**src/rtl/vend_txn_controller_pkg.sv**
```systemverilog
// vend_pkg: shared types, default price table and selection helpers for the
// vending transaction controller.
package vend_pkg;

  typedef enum logic [1:0] {
    IDLE    = 2'd0,
    COLLECT = 2'd1,
    VEND    = 2'd2,
    CHANGE  = 2'd3
  } state_e;

  typedef logic [1:0] item_idx_t;
  typedef logic [3:0] credit_t;
  typedef credit_t [3:0] price_tbl_t;

  // Prices in 5-units, index 0 in the low nibble.
  localparam price_tbl_t DEFAULT_PRICE = {4'd6, 4'd5, 4'd4, 4'd3};

  function automatic logic is_onehot4(input logic [3:0] v);
    return (v != 4'd0) && ((v & (v - 4'd1)) == 4'd0);
  endfunction

  function automatic item_idx_t onehot_to_idx(input logic [3:0] v);
    case (v)
      4'b0010: return 2'd1;
      4'b0100: return 2'd2;
      4'b1000: return 2'd3;
      default: return 2'd0;
    endcase
  endfunction

endpackage

```
**src/rtl/vend_txn_controller_timeout_timer.sv**
```systemverilog
// vend_timeout_timer: loadable down-counter; expired_o is high once TIMEOUT-1
// ticks have elapsed since the last load.
module vend_timeout_timer #(
  parameter int TIMEOUT = 1000
) (
  input  logic clock,
  input  logic reset,
  input  logic load_i,
  input  logic tick_i,
  output logic expired_o
);
  localparam int W = $clog2(TIMEOUT + 1);

  logic [W-1:0] count_q;
  logic [W-1:0] count_d;

  // Next count: load wins over tick, saturate at zero.
  always_comb begin
    count_d = count_q;
    if (load_i) begin
      count_d = W'(TIMEOUT - 1);
    end else if (tick_i && (count_q != '0)) begin
      count_d = count_q - W'(1);
    end else begin
      count_d = count_q;
    end
  end

  // Count register.
  always_ff @(posedge clock) begin
    if (reset) begin
      count_q <= W'(TIMEOUT - 1);
    end else begin
      count_q <= count_d;
    end
  end

  assign expired_o = (count_q == '0);

endmodule

```
**src/rtl/vend_txn_controller.sv**
```systemverilog
// vend_txn_controller: select / collect / vend / change sequencer for the
// four-item coin vending machine. Define VEND_AUDIT_EN for audit counters.
module vend_txn_controller
  import vend_pkg::*;
#(
  parameter int PRICE0     = int'(DEFAULT_PRICE[0]),
  parameter int PRICE1     = int'(DEFAULT_PRICE[1]),
  parameter int PRICE2     = int'(DEFAULT_PRICE[2]),
  parameter int PRICE3     = int'(DEFAULT_PRICE[3]),
  parameter int STOCK_INIT = 8,
  parameter int TIMEOUT    = 1000
) (
  input  logic        clock,
  input  logic        reset,
  input  logic [3:0]  item_sel,
  input  logic        item_valid,
  input  logic        five_in,
  input  logic        ten_in,
  input  logic        cancel,
  input  logic        disp_ack,
  input  logic        change_ack,
  output logic        disp_req,
  output logic [1:0]  disp_item,
  output logic        change_req,
  output logic        coin_reject,
  output logic [3:0]  credit,
  output logic [3:0]  sold_out,
  output logic        busy,
  output logic        sel_error
`ifdef VEND_AUDIT_EN
  ,
  output logic [15:0] sales_count,
  output logic [7:0]  refund_count
`endif
);

  localparam price_tbl_t PRICE_TBL = {credit_t'(PRICE3), credit_t'(PRICE2),
                                      credit_t'(PRICE1), credit_t'(PRICE0)};

  state_e            state_q, state_d;
  credit_t           credit_q, credit_d;
  credit_t           coin_add_s, credit_sum_s;
  item_idx_t         sel_q, sel_d, pick_s;
  logic [3:0][3:0]   stock_q, stock_d;
  logic [3:0]        sold_out_q, sold_out_d;
  logic              disp_req_q, disp_req_d;
  logic              change_req_q, change_req_d;
  logic              coin_reject_q, coin_reject_d;
  logic              sel_error_q, sel_error_d;
  logic              busy_q, busy_d;
  logic              coin_s, pick_ok_s;
  logic              timer_load_s, timer_expired_s;

  assign coin_s       = five_in | ten_in;
  assign coin_add_s   = ten_in ? 4'd2 : (five_in ? 4'd1 : 4'd0);
  assign credit_sum_s = credit_q + coin_add_s;
  assign pick_s       = onehot_to_idx(item_sel);
  assign pick_ok_s    = is_onehot4(item_sel) && (stock_q[pick_s] != 4'd0);

  vend_timeout_timer #(
    .TIMEOUT (TIMEOUT)
  ) u_timer (
    .clock     (clock),
    .reset     (reset),
    .load_i    (timer_load_s),
    .tick_i    (state_q == COLLECT),
    .expired_o (timer_expired_s)
  );

  // Next-state, credit/stock update and registered-output next values.
  always_comb begin
    state_d       = state_q;
    credit_d      = credit_q;
    sel_d         = sel_q;
    stock_d       = stock_q;
    coin_reject_d = 1'b0;
    sel_error_d   = 1'b0;
    timer_load_s  = 1'b0;
    sold_out_d    = 4'd0;

    case (state_q)
      IDLE: begin
        coin_reject_d = coin_s;
        if (item_valid && pick_ok_s) begin
          sel_d        = pick_s;
          credit_d     = 4'd0;
          timer_load_s = 1'b1;
          state_d      = COLLECT;
        end else if (item_valid) begin
          sel_error_d = 1'b1;
        end else begin
          state_d = IDLE;
        end
      end
      COLLECT: begin
        // Simultaneous coins: the ten is kept, the five is diverted back.
        coin_reject_d = five_in & ten_in;
        credit_d      = credit_sum_s;
        timer_load_s  = coin_s;
        if (cancel) begin
          state_d = CHANGE;
        end else if (credit_sum_s >= PRICE_TBL[sel_q]) begin
          state_d = VEND;
        end else if (!coin_s && timer_expired_s) begin
          state_d = CHANGE;
        end else begin
          state_d = COLLECT;
        end
      end
      VEND: begin
        coin_reject_d = coin_s;
        if (disp_ack) begin
          credit_d       = credit_q - PRICE_TBL[sel_q];
          stock_d[sel_q] = stock_q[sel_q] - 4'd1;
          state_d        = CHANGE;
        end else begin
          state_d = VEND;
        end
      end
      CHANGE: begin
        coin_reject_d = coin_s;
        if (credit_q == 4'd0) begin
          state_d = IDLE;
        end else if (change_ack) begin
          credit_d = credit_q - 4'd1;
          state_d  = (credit_q == 4'd1) ? IDLE : CHANGE;
        end else begin
          state_d = CHANGE;
        end
      end
      default: begin
        state_d = IDLE;
      end
    endcase

    disp_req_d   = (state_d == VEND);
    change_req_d = (state_d == CHANGE) && (credit_d != 4'd0);
    busy_d       = (state_d != IDLE);
    for (int n = 0; n < 4; n++) begin
      sold_out_d[n] = (stock_d[n] == 4'd0);
    end
  end

  // State, datapath and output registers.
  always_ff @(posedge clock) begin
    if (reset) begin
      state_q       <= IDLE;
      credit_q      <= 4'd0;
      sel_q         <= 2'd0;
      stock_q       <= {4{credit_t'(STOCK_INIT)}};
      sold_out_q    <= (STOCK_INIT == 0) ? 4'hF : 4'h0;
      disp_req_q    <= 1'b0;
      change_req_q  <= 1'b0;
      coin_reject_q <= 1'b0;
      sel_error_q   <= 1'b0;
      busy_q        <= 1'b0;
    end else begin
      state_q       <= state_d;
      credit_q      <= credit_d;
      sel_q         <= sel_d;
      stock_q       <= stock_d;
      sold_out_q    <= sold_out_d;
      disp_req_q    <= disp_req_d;
      change_req_q  <= change_req_d;
      coin_reject_q <= coin_reject_d;
      sel_error_q   <= sel_error_d;
      busy_q        <= busy_d;
    end
  end

  assign disp_req    = disp_req_q;
  assign disp_item   = sel_q;
  assign change_req  = change_req_q;
  assign coin_reject = coin_reject_q;
  assign credit      = credit_q;
  assign sold_out    = sold_out_q;
  assign busy        = busy_q;
  assign sel_error   = sel_error_q;

`ifdef VEND_AUDIT_EN
  logic [15:0] sales_q;
  logic [7:0]  refunds_q;

  // Audit counters: completed sales and cancel/timeout refunds, both wrapping.
  always_ff @(posedge clock) begin
    if (reset) begin
      sales_q   <= 16'd0;
      refunds_q <= 8'd0;
    end else begin
      if ((state_q == VEND) && disp_ack) begin
        sales_q <= sales_q + 16'd1;
      end
      if ((state_q == COLLECT) && (state_d == CHANGE) && (credit_d != 4'd0)) begin
        refunds_q <= refunds_q + 8'd1;
      end
    end
  end

  assign sales_count  = sales_q;
  assign refund_count = refunds_q;
`endif

endmodule
```
**config.mk**
```make
export PLATFORM = sky130hd
export DESIGN_NAME = vend_txn_controller
export DESIGN_NICKNAME = d
export VERILOG_FILES = /design/src/rtl/vend_txn_controller_pkg.sv /design/src/rtl/vend_txn_controller_timeout_timer.sv /design/src/rtl/vend_txn_controller.sv
export SDC_FILE = /design/constraint.sdc
export NUM_CORES = 1
export LEC_CHECK = 0
export ABC_CLOCK_PERIOD_IN_PS = 5950
export CORE_AREA = 10 10 97 99
export DETAILED_ROUTE_END_ITERATION = 6
export DIE_AREA = 0 0 107 109
export HOLD_SLACK_MARGIN = 0.08
export SETUP_SLACK_MARGIN = 0.02
export SLEW_MARGIN = 0
export SYNTH_ARGS = -nofsm -noshare
export SYNTH_HDL_FRONTEND = slang
export SYNTH_SLANG_ARGS = --single-unit
```
**constraint.sdc**
```tcl
create_clock -name clock -period 5.95 [get_ports clock]
set_input_delay 1.4875 -clock clock [delete_from_list [all_inputs] [get_ports clock]]
set_output_delay 1.4875 -clock clock [all_outputs]
set_load 0.05 [all_outputs]
```
; After elaboration in Yosys (flattened, before gate mapping)
; Index checks and enable logic that the tools add are counted.
; W data, S select, Z words.
[word_totals]
wordCells = 95
register_bits = 43
inputBits = 12
out_inout_bits = 15
[op_classes]
muxes = 33
bitwise = 4
n_lt_le_gt_ge = 4
eq_ne = 9
add_sub_neg = 6
n_reduce_logical = 25
[op_table]
columns = cell, count
row1 = $mux W16, 2
row2 = $mux W4, 8
row3 = $bmux W4 S2, 3
row4 = $logic_not A4 Y1, 6
row5 = $mux W2, 9
row6 = $bwmux W16, 1
row7 = $pmux W4 S4, 1
row8 = $reduce_bool A4 Y1, 3
row9 = $sub A4 B1 Y4 const B, 3
row10 = $logic_not A10 Y1, 1
row11 = $reduce_bool A10 Y1, 1
row12 = $sub A10 B1 Y10 const B, 1
row13 = $demux W4 S2, 1
row14 = $eq A2 B2 Y1 const B, 4
row15 = $pmux W2 S4, 1
row16 = $logic_and A1 B1 Y1, 7
row17 = $lt A2 B3 Y1 const B, 2
row18 = $pmux W2 S3, 1
row19 = $reduce_or A3 Y1, 2
row20 = $add A4 B2 Y4, 1
row21 = $and A4 B4 Y4, 1
row22 = $eq A4 B1 Y1 const B, 1
row23 = $eq A4 B2 Y1 const B, 1
row24 = $eq A4 B3 Y1 const B, 1
row25 = 15 further kinds, 19

; Logic depth before layout (Yosys ltp)
; Gate-level depths: netlist (run 1).
[logic_depth]
depth_word = 11
mapped_depth = 12
ltp_nobuf = 11

; Cells and area by module
; From an unflattened synthesis (run 1), not the netlist that was laid out.
[unflattened]
hier_cells = 293
hier_area_um2 = 2581.2
[by_module_without_submodules]
columns = mod, cells_each, area_per_inst_um2, instances, seq_area_each_um2
row1 = vend_txn_controller, 236, 2079.5, 1, 660.6
row2 = vend_timeout_timer, 57, 501.7, 1, 200.2

; Least setup slack after synthesis (run 1)
; No wires, ideal clock.
[synth_path]
kind = input port to flip-flop
start = input five_in
end = register busy_q (netlist: busy)
cell_stages = 10
t_arrival_ps = 3783
slack_ps = 2047
required_ps = 5830
path_buffers = 0
setup_time_ps = 120
path_cell_list = nor2b_1 > ha_1 > fa_1 > ha_1 > a21o_1 > a2111oi_0 > o31a_1 > a2111o_1 > inv_1 > or2_1
[synth_between]
elab_chain_len = 8
elab_cells_between_ends = 12
cone_classes = 1 x add/sub / 1 x order compare / 6 x mux / 1 x bitwise / 3 x reduce/logical
[synth_lines]
columns = item, line_no
row1 = from (decl), vend_txn_controller.sv:17  ; input logic five_in,
row2 = $mux W1 / $or A1 B1 Y1 (equally long branches), "vend_txn_controller.sv:55, vend_txn_controller.sv:54"
row3 = $mux W2 / $logic_not A1 Y1 (equally long branches), "vend_txn_controller.sv:55, vend_txn_controller.sv:104"
row4 = $add A4 B2 Y4 / $logic_and A1 B1 Y1 (equally long branches), "vend_txn_controller.sv:56, vend_txn_controller.sv:104"
row5 = $ge A4 B4 Y1 / $mux W2 (equally long branches), "vend_txn_controller.sv:102, vend_txn_controller.sv:104"
row6 = $mux W2 (*), vend_txn_controller.sv:102  ; end else if (credit_sum_s >= PRICE_TBL[sel_q]) begin
row7 = $mux W2 (*), vend_txn_controller.sv:100  ; if (cancel) begin
row8 = $pmux W2 S4 (*), vend_txn_controller.sv:81  ; case (state_q)
row9 = $reduce_bool A2 Y1 (*), vend_txn_controller.sv:138  ; busy_d = (state_d != IDLE);
row10 = to (signal assigned), vend_txn_controller.sv:167  ; busy_q <= busy_d;
row11 = to (decl), vend_txn_controller.sv:50  ; logic busy_q, busy_d;
; Every way passes the cells marked *; elsewhere a longest branch is shown, timed or not.
; A chain may end at the register's enable or synchronous reset.

; Final worst setup path (run 1)
[layout_path]
start = input ten_in
end = register busy_q (netlist: busy)
[layout_between]
elab_chain_len = 8
elab_cells_between_ends = 11
cone_classes = 1 x add/sub / 1 x order compare / 5 x mux / 1 x bitwise / 3 x reduce/logical
[layout_lines]
columns = item, line_no
row1 = from (decl), vend_txn_controller.sv:18  ; input logic ten_in,
row2 = branches (longest 4 deep; another with $add A4 B2 Y4), n/a
row3 = $mux W2 (*), vend_txn_controller.sv:102
row4 = $mux W2 (*), vend_txn_controller.sv:100
row5 = $pmux W2 S4 (*), vend_txn_controller.sv:81
row6 = $reduce_bool A2 Y1 (*), vend_txn_controller.sv:138
; Every way passes the cells marked *.

==> results of run 1 <==
==> cells by family after synthesis <==
group,Yosys count,share of synthesized area (%)
adder cells (fa/ha/maj),19,9.946
multiplexers,6,4.382
XOR/XNOR,17,5.859
flip-flops,43,33.88
buffers and inverters,29,4.677
AO/OA/AOI/OAI,63,18.27
AND/OR/NAND/NOR,110,22.99
==> Yosys cell counts (2+ instances only) <==
library cell,n
and3_1,5
o31a_1,3
a211oi_1,13
or2_1,2
nor2b_1,5
and2_1,4
ha_1,17
nand2_1,23
o21ai_0,4
or4_1,2
nor3b_1,4
mux4_2,4
a31oi_1,4
o21ai_1,3
nor3_1,6
nand3_1,5
nand4_1,2
nor2_1,28
o41ai_1,2
a21o_1,3
xor2_1,6
dfxtp_1,43
a21oi_1,15
and3b_1,2
nor4b_1,2
fa_1,2
or3_1,2
o211ai_1,3
xnor2_1,11
nor4_1,4
a2111oi_0,2
inv_1,15
buf_2,2
clkbuf_1,11
nand2b_1,8
==> worst paths after layout <==
| path | start | endpoint | slack (ps) | depth (start not counted) |
|---|---|---|---|---|
| setup / recovery | ten_in | busy$_SDFF_PP0_ | 1430 | 11 |
| hold / removal | u_timer.count_q[1]$_SDFFE_PP1P_ | u_timer.count_q[1]$_SDFFE_PP1P_ | 510 | 2 |
| setup reg to reg | disp_item[0]$_SDFFE_PP0P_ | busy$_SDFF_PP0_ | 2540 | 11 |
| hold reg to reg | u_timer.count_q[1]$_SDFFE_PP1P_ | u_timer.count_q[1]$_SDFFE_PP1P_ | 510 | 2 |
==> cell usage in the layout, fill, tap and decap left out, types with 5 or more instances in the layout <==
| master | count |
|---|---|
| inv_1 | 15 |
| a21oi_1 | 15 |
| clkbuf_8 | 6 |
| ha_1 | 17 |
| and3_1 | 5 |
| nor2b_1 | 5 |
| xnor2_1 | 11 |
| a211oi_1 | 13 |
| clkdlybuf4s50_1 | 26 |
| nand2b_1 | 8 |
| nand2_1 | 23 |
| nor2_1 | 28 |
| xor2_1 | 6 |
| nor3_1 | 6 |
| nand3_1 | 5 |
| dfxtp_1 | 43 |
==> power by group through the flow <==
stage,clock network [mW],logic [mW],registers (mW)
global route,0.202,0.170,0.316
detailed placement,0,0.154,0.321
floorplan,0,0.0978,0.332
CTS,0.191,0.155,0.314
finish,0.185,0.155,0.314
global placement,0,0.152,0.321
==> flip-flops by register name (all words and copies together) (netlist names) <==
register         count
credit               4
stock_q             16
busy                 1
disp_item            2
coin_reject          1
state_q              2
change_req           1
sel_error            1
sold_out             4
disp_req             1
u_timer.count_q     10
==> through the flow <==
| stage | hold slack (ps) | instance area, um2 | setup slack (ps) | utilization (%) |
|---|---|---|---|---|
| 2_1_floorplan | 465.6 | 2541 | 2047 | - |
| 3_3_place_gp | 484.7 | 2867 | 1204 | 38.08 |
| 3_5_place_dp | 499.0 | 2867 | 1178 | 38.08 |
| 4_1_cts | 511.8 | 2954 | 1458 | 39.25 |
| 5_1_grt | 534.3 | 2954 | 1225 | 39.25 |
| 6_report | 507.8 | 2954 | 1431 | 39.25 |
==> worst register-to-register path, delay by kind of cell (launching register included) <==
kind | cells | cell delay [ps]
adder cells (fa/ha/maj) | 2 | 520
AO/OA/AOI/OAI | 4 | 1310
flip-flops | 1 | 570
buffers and inverters | 2 | 210
AND/OR/NAND/NOR | 3 | 690
==> metal layers <==
layer	vias to the layer above	GRT usage (%)
li1	1069	-
met1	977	13.19
met2	65	16.07
met3	7	3.009
met4	0	2.611
met5	-	0
==> cell type report <==
cell class	count	area (um2)
Inverter	15	56.30
Multi-Input combinational cell	215	1562
Tap cell	102	127.6
Timing Repair Buffer	26	260.3
Sequential cell	43	860.8
Clock inverter	1	5.005
Clock buffer	6	82.58
Fill cell	794	4573
==> results_dict.tcl, run 1 <==
set metrics [dict create \
    drt-met1-wl_um 2756 \
    finalNetCount 337 \
    cts_buffers 5 \
    crit_path_end_kind "register" \
    htree_levels 2 \
    fmax_mhz 221.3 \
    clockBufferDepth 2 \
    post_cts_buffers 0 \
    clkTransAtPathRegs_ps 80 \
    grt_first_pass_wirelength_um 9701 \
    async_flop_share_pct 0 \
    dieWidth_um 107 \
    grtUsageTotal_pct 10.14 \
    antennaDiodeCount 0 \
    synth_top_cell_by_area "dfxtp_1" \
    clockPowerShare_pct 28.3 \
    dr_wl_met2_um 2710 \
    synth-seq-area-share_pct 33.87 \
    syn-num-nets 318 \
    internal_power_mw 0.4539 \
    grt_max_degree 31 \
    wl_met3_um 426 \
    finalCritPeriodShare_pct 75.95 \
    path_buf_inv 2 \
    fin_cells 408 \
    core-area_um2 7527 \
    die_area_um2 11660 \
    firstDrtPassIters 4 \
    clkLatencyLatePin_ps 290 \
    crit_path_frequent_cell "ha_1" \
    relSlewSlack_pct 28.68 \
    syn-instance-count 287 \
    rows 32 \
    drc 0 \
    hold_path_class "reg -> reg" \
    period_minus_slack_ps 4519 \
    synth-seq-cells 43 \
    yosys_most_used_dff "dfxtp_1" \
    cts_tree "yes" \
    seq_power_share_pct 48.0 \
    power.share.combinational_pct 23.7 \
    path_cells "clkdlybuf4s50_1, nor2b_1, ha_1, fa_1, ha_1, a21o_1, a2111oi_0, o31a_1, a2111o_1, inv_1, or2_1" \
    setup_violations 0 \
    cp_slowest_cell "a2111oi_0" \
    area_delta_synth_final_pct 16.25 \
    rsz0062_at_grt "no" \
    hold_violations 0 \
    synth-edff-count 0 \
    worstSetupPathType "in -> reg" \
    cts_num_sinks 43 \
    slew_violations 0 \
    first_iter_violations 111 \
    postCtsHoldBufs 0 \
    cp_max_fo 6 \
    cp.required_ps 6130 \
    top_layer_used "met4" \
    drive_above_1_share_pct 6.209 \
    synth.distinct_cells 55 \
    cpPeakStageDelay_ps 750 \
    avgSynthCellArea_um2 8.854 \
    dp_cells 401 \
    vias 2118 \
    io_pins 27 \
    netlist_area_um2 2541 \
    antenna_found_initial 0 \
    wl_per_cell_um 14.56 \
    switching_power_mw 0.1997 \
    start_util_pct 33.76 \
    sw_frac_of_total_pct 30.55 \
    grt_pass1_vias 1901 \
    final.setup.tns_ps 0 \
    power_leakage_nw 1.105 \
    yosysTopAreaCellShare_pct 33.87 \
    status "finished, final reports clean" \
    crit_family "compound AO/OA/AOI/OAI gates" \
    cp-start-kind "input pin" \
    cap_viol_max_count 0 \
    die_h_um 109 \
    fin_worst_skew_ps 7.283 \
    place.gp.congestion 0.8691 \
    power-per-cell-area_nw_per_um2 221.3 \
    crit_arrival_ps 4700 \
    io_buffers 26 \
    vdd_drop_max_mv 0.08355 \
    yosys-top-cells-area "dfxtp_1 (34%), ha_1 (8.4%), nor2_1 (4.1%)" \
    cts_resized 0 \
    overflow 0 \
    tightest_slew_ps 1066 \
    fin_total_pwr_mw 0.6537 \
    yosys_warnings 0 \
    dp_hpwl_um 4534 \
    via_per_inst 5.191 \
    wl_um 5941 \
    ant_nets 0 \
    cts_root_buf "clkbuf_8" \
]
No activity file was read; power rests on OpenSTA's default activity.
==> run 2, diff against run 1 <==
Settings changed: ABC_CLOCK_PERIOD_IN_PS 5950 to 4450.
Clock period 5.95 ns to 4.45 ns, I/O delays scaled along.
==> run 2 against run 1 <==
Net effect:
- via count decreased by 0.19%
- total power up 38%
- sequential share of layout area shrank 0.27 points
- final cell count is 0.74% higher
- routed wire length rose by 0.35%
- clock skew shrank 3.8 ps
- hold slack improved by 0.82 ps
- sequential power increased by 34%
- first-iteration DRC count down 30%
- die area did not move
- critical path depth rose by 1
- non-clock buffer count up 2
- critical path type unchanged
==> results_dict.tcl, run 2 (synthesis gave the netlist of run 1 again) <==
set metrics [dict create \
    fmax_mhz 259.8 \
    crit_arrival_ps 4040 \
    rsz0062_at_grt "no" \
    io_pins 27 \
    finalCritPeriodShare_pct 86.50 \
    setup_violations 0 \
    wl_per_cell_um 14.51 \
    cts_resized 0 \
    first_iter_violations 78 \
    vias 2114 \
    dp_hpwl_um 4671 \
    reg_top3 "stock_q x16, u_timer.count_q x10" \
    layout_common_cells "dfxtp_1 (43), nor2_1 (28), clkdlybuf4s50_1 (26)" \
    relSlewSlack_pct 64.06 \
    cts_num_sinks 43 \
    ant_nets 0 \
    power-per-cell-area_nw_per_um2 302.3 \
    cp_max_fo 6 \
    worstSetupPathType "in -> reg" \
    dieWidth_um 107 \
    r2r-end "busy$_SDFF_PP0_" \
    final.setup.tns_ps 0 \
    dp_cells 403 \
    grtUsageTotal_pct 10.23 \
    fin_total_pwr_mw 0.9013 \
    area_delta_synth_final_pct 17.33 \
    r2r_setup_slack_ps 1310 \
    htree_levels 2 \
    clockBufferDepth 2 \
    drive_above_1_share_pct 6.796 \
    power_leakage_nw 1.119 \
    crit_path_end_kind "register" \
    period_minus_slack_ps 3849 \
    cp-start-kind "input pin" \
    fin_worst_skew_ps 3.449 \
    cts_tree "yes" \
    clkLatencyLatePin_ps 290 \
    largest-register "stock_q" \
    place.gp.congestion 0.8751 \
    hold_violations 0 \
    grt_max_degree 17 \
    cts_buffers 5 \
    io_buffers 26 \
    reg2regPathDepth 12 \
    die_h_um 109 \
    antennaDiodeCount 0 \
    drc 0 \
    r2r-start "disp_item[0]$_SDFFE_PP0P_" \
    worstSetupEndpoint "busy$_SDFF_PP0_" \
    cts_root_buf "clkbuf_8" \
    cap_viol_max_count 0 \
    die_area_um2 11660 \
    firstDrtPassIters 4 \
    antenna_found_initial 0 \
    overflow 0 \
    status "finished, final reports clean" \
    clkTransAtPathRegs_ps 80 \
    fin_cells 411 \
    tightest_slew_ps 537.3 \
    cp.required_ps 4640 \
    hold_path_class "reg -> reg" \
    grt_first_pass_wirelength_um 9729 \
    slew_violations 0 \
    wl_um 5962 \
    core-area_um2 7527 \
    finalNetCount 339 \
    start_util_pct 33.76 \
    largest_register_ffs 16 \
    postCtsHoldBufs 0 \
    grt_pass1_vias 2006 \
    rows 32 \
    post_cts_buffers 0 \
    via_per_inst 5.144 \
    vdd_drop_max_mv 0.1258 \
    mostFrequentLayoutCell "dfxtp_1" \
    crit_start "ten_in" \
]
[run 2: cell count changes in the layout (fill, tap and decap cells not counted), sizes merged]
cell / previous run / this run
buf: 0 / 2
clkbuf: 6 / 8
clkinv: 1 / 0
[run 2: worst max-delay path: stages]
cell and delay [ps]:
clkdlybuf4s50_1 590, nor2b_1 80, ha_1 210, fa_1 460, ha_1 290, a21o_1 160
a2111oi_0 420, buf_4 190, o31a_1 120, a2111o_1 140, inv_1 50, or2_1 210
[run 2: cell type report]
class / instances / area (um2)
fill: 786 / 4546
sequential: 43 / 860.8
timing repair buffer: 28 / 275.3
clock buffer: 8 / 100.1
inverter: 15 / 56.30
multi-input combinational: 215 / 1562
tap: 102 / 127.6
[run 2: per-layer routing]
| layer | global-route usage (%) | vias up | part of all wire [%] |
|---|---|---|---|
| li1 | - | 1073 | - |
| met1 | 13.23 | 983 | 48 |
| met2 | 16.51 | 53 | 46 |
| met3 | 2.773 | 5 | 5.6 |
| met4 | 2.611 | 0 | 0.54 |
| met5 | 0 | - | 0 |
[run 2: where the power goes]
group	leakage [nW]	internal [mW]	switching (mW)
logic	0.719	0.0911	0.120
clock network	0.0515	0.142	0.129
registers	0.348	0.398	0.0216
[run 2: how the worst min path moves through the flow]
| stage | from | endpoint | cells after the start |
|---|---|---|---|
| after floorplan | u_timer.count_q[8]$_SDFFE_PP1P_ | u_timer.count_q[8]$_SDFFE_PP1P_ | 2 |
| after global placement | u_timer.count_q[8]$_SDFFE_PP1P_ | u_timer.count_q[8]$_SDFFE_PP1P_ | 2 |
| after detailed placement | u_timer.count_q[8]$_SDFFE_PP1P_ | u_timer.count_q[8]$_SDFFE_PP1P_ | 2 |
| after CTS | stock_q[0]$_SDFF_PP0_ | stock_q[0]$_SDFF_PP0_ | 2 |
| after global routing | u_timer.count_q[5]$_SDFFE_PP1P_ | u_timer.count_q[5]$_SDFFE_PP1P_ | 2 |
| final | stock_q[0]$_SDFF_PP0_ | stock_q[0]$_SDFF_PP0_ | 2 |
[run 2: through the flow]
step | hold slack [ps] | util, % | worst slack, ps | instance area (um2)
after global routing | 546.9 | 39.61 | 432.4 | 2982
after detailed placement | 495.4 | 38.28 | 286.9 | 2882
final | 508.7 | 39.61 | 600.5 | 2982
after CTS | 514.0 | 39.61 | 592.3 | 2982
after global placement | 484.2 | 38.28 | 295.7 | 2882
after floorplan | 465.6 | - | 922.1 | 2541
==> run 3, diff against run 2 <==
Settings changed: ABC_CLOCK_PERIOD_IN_PS 4450 to not set, CAP_MARGIN set to 30.
==> results of run 3 <==
No change in the layout: final DEF, timing and power equal those of run 2.
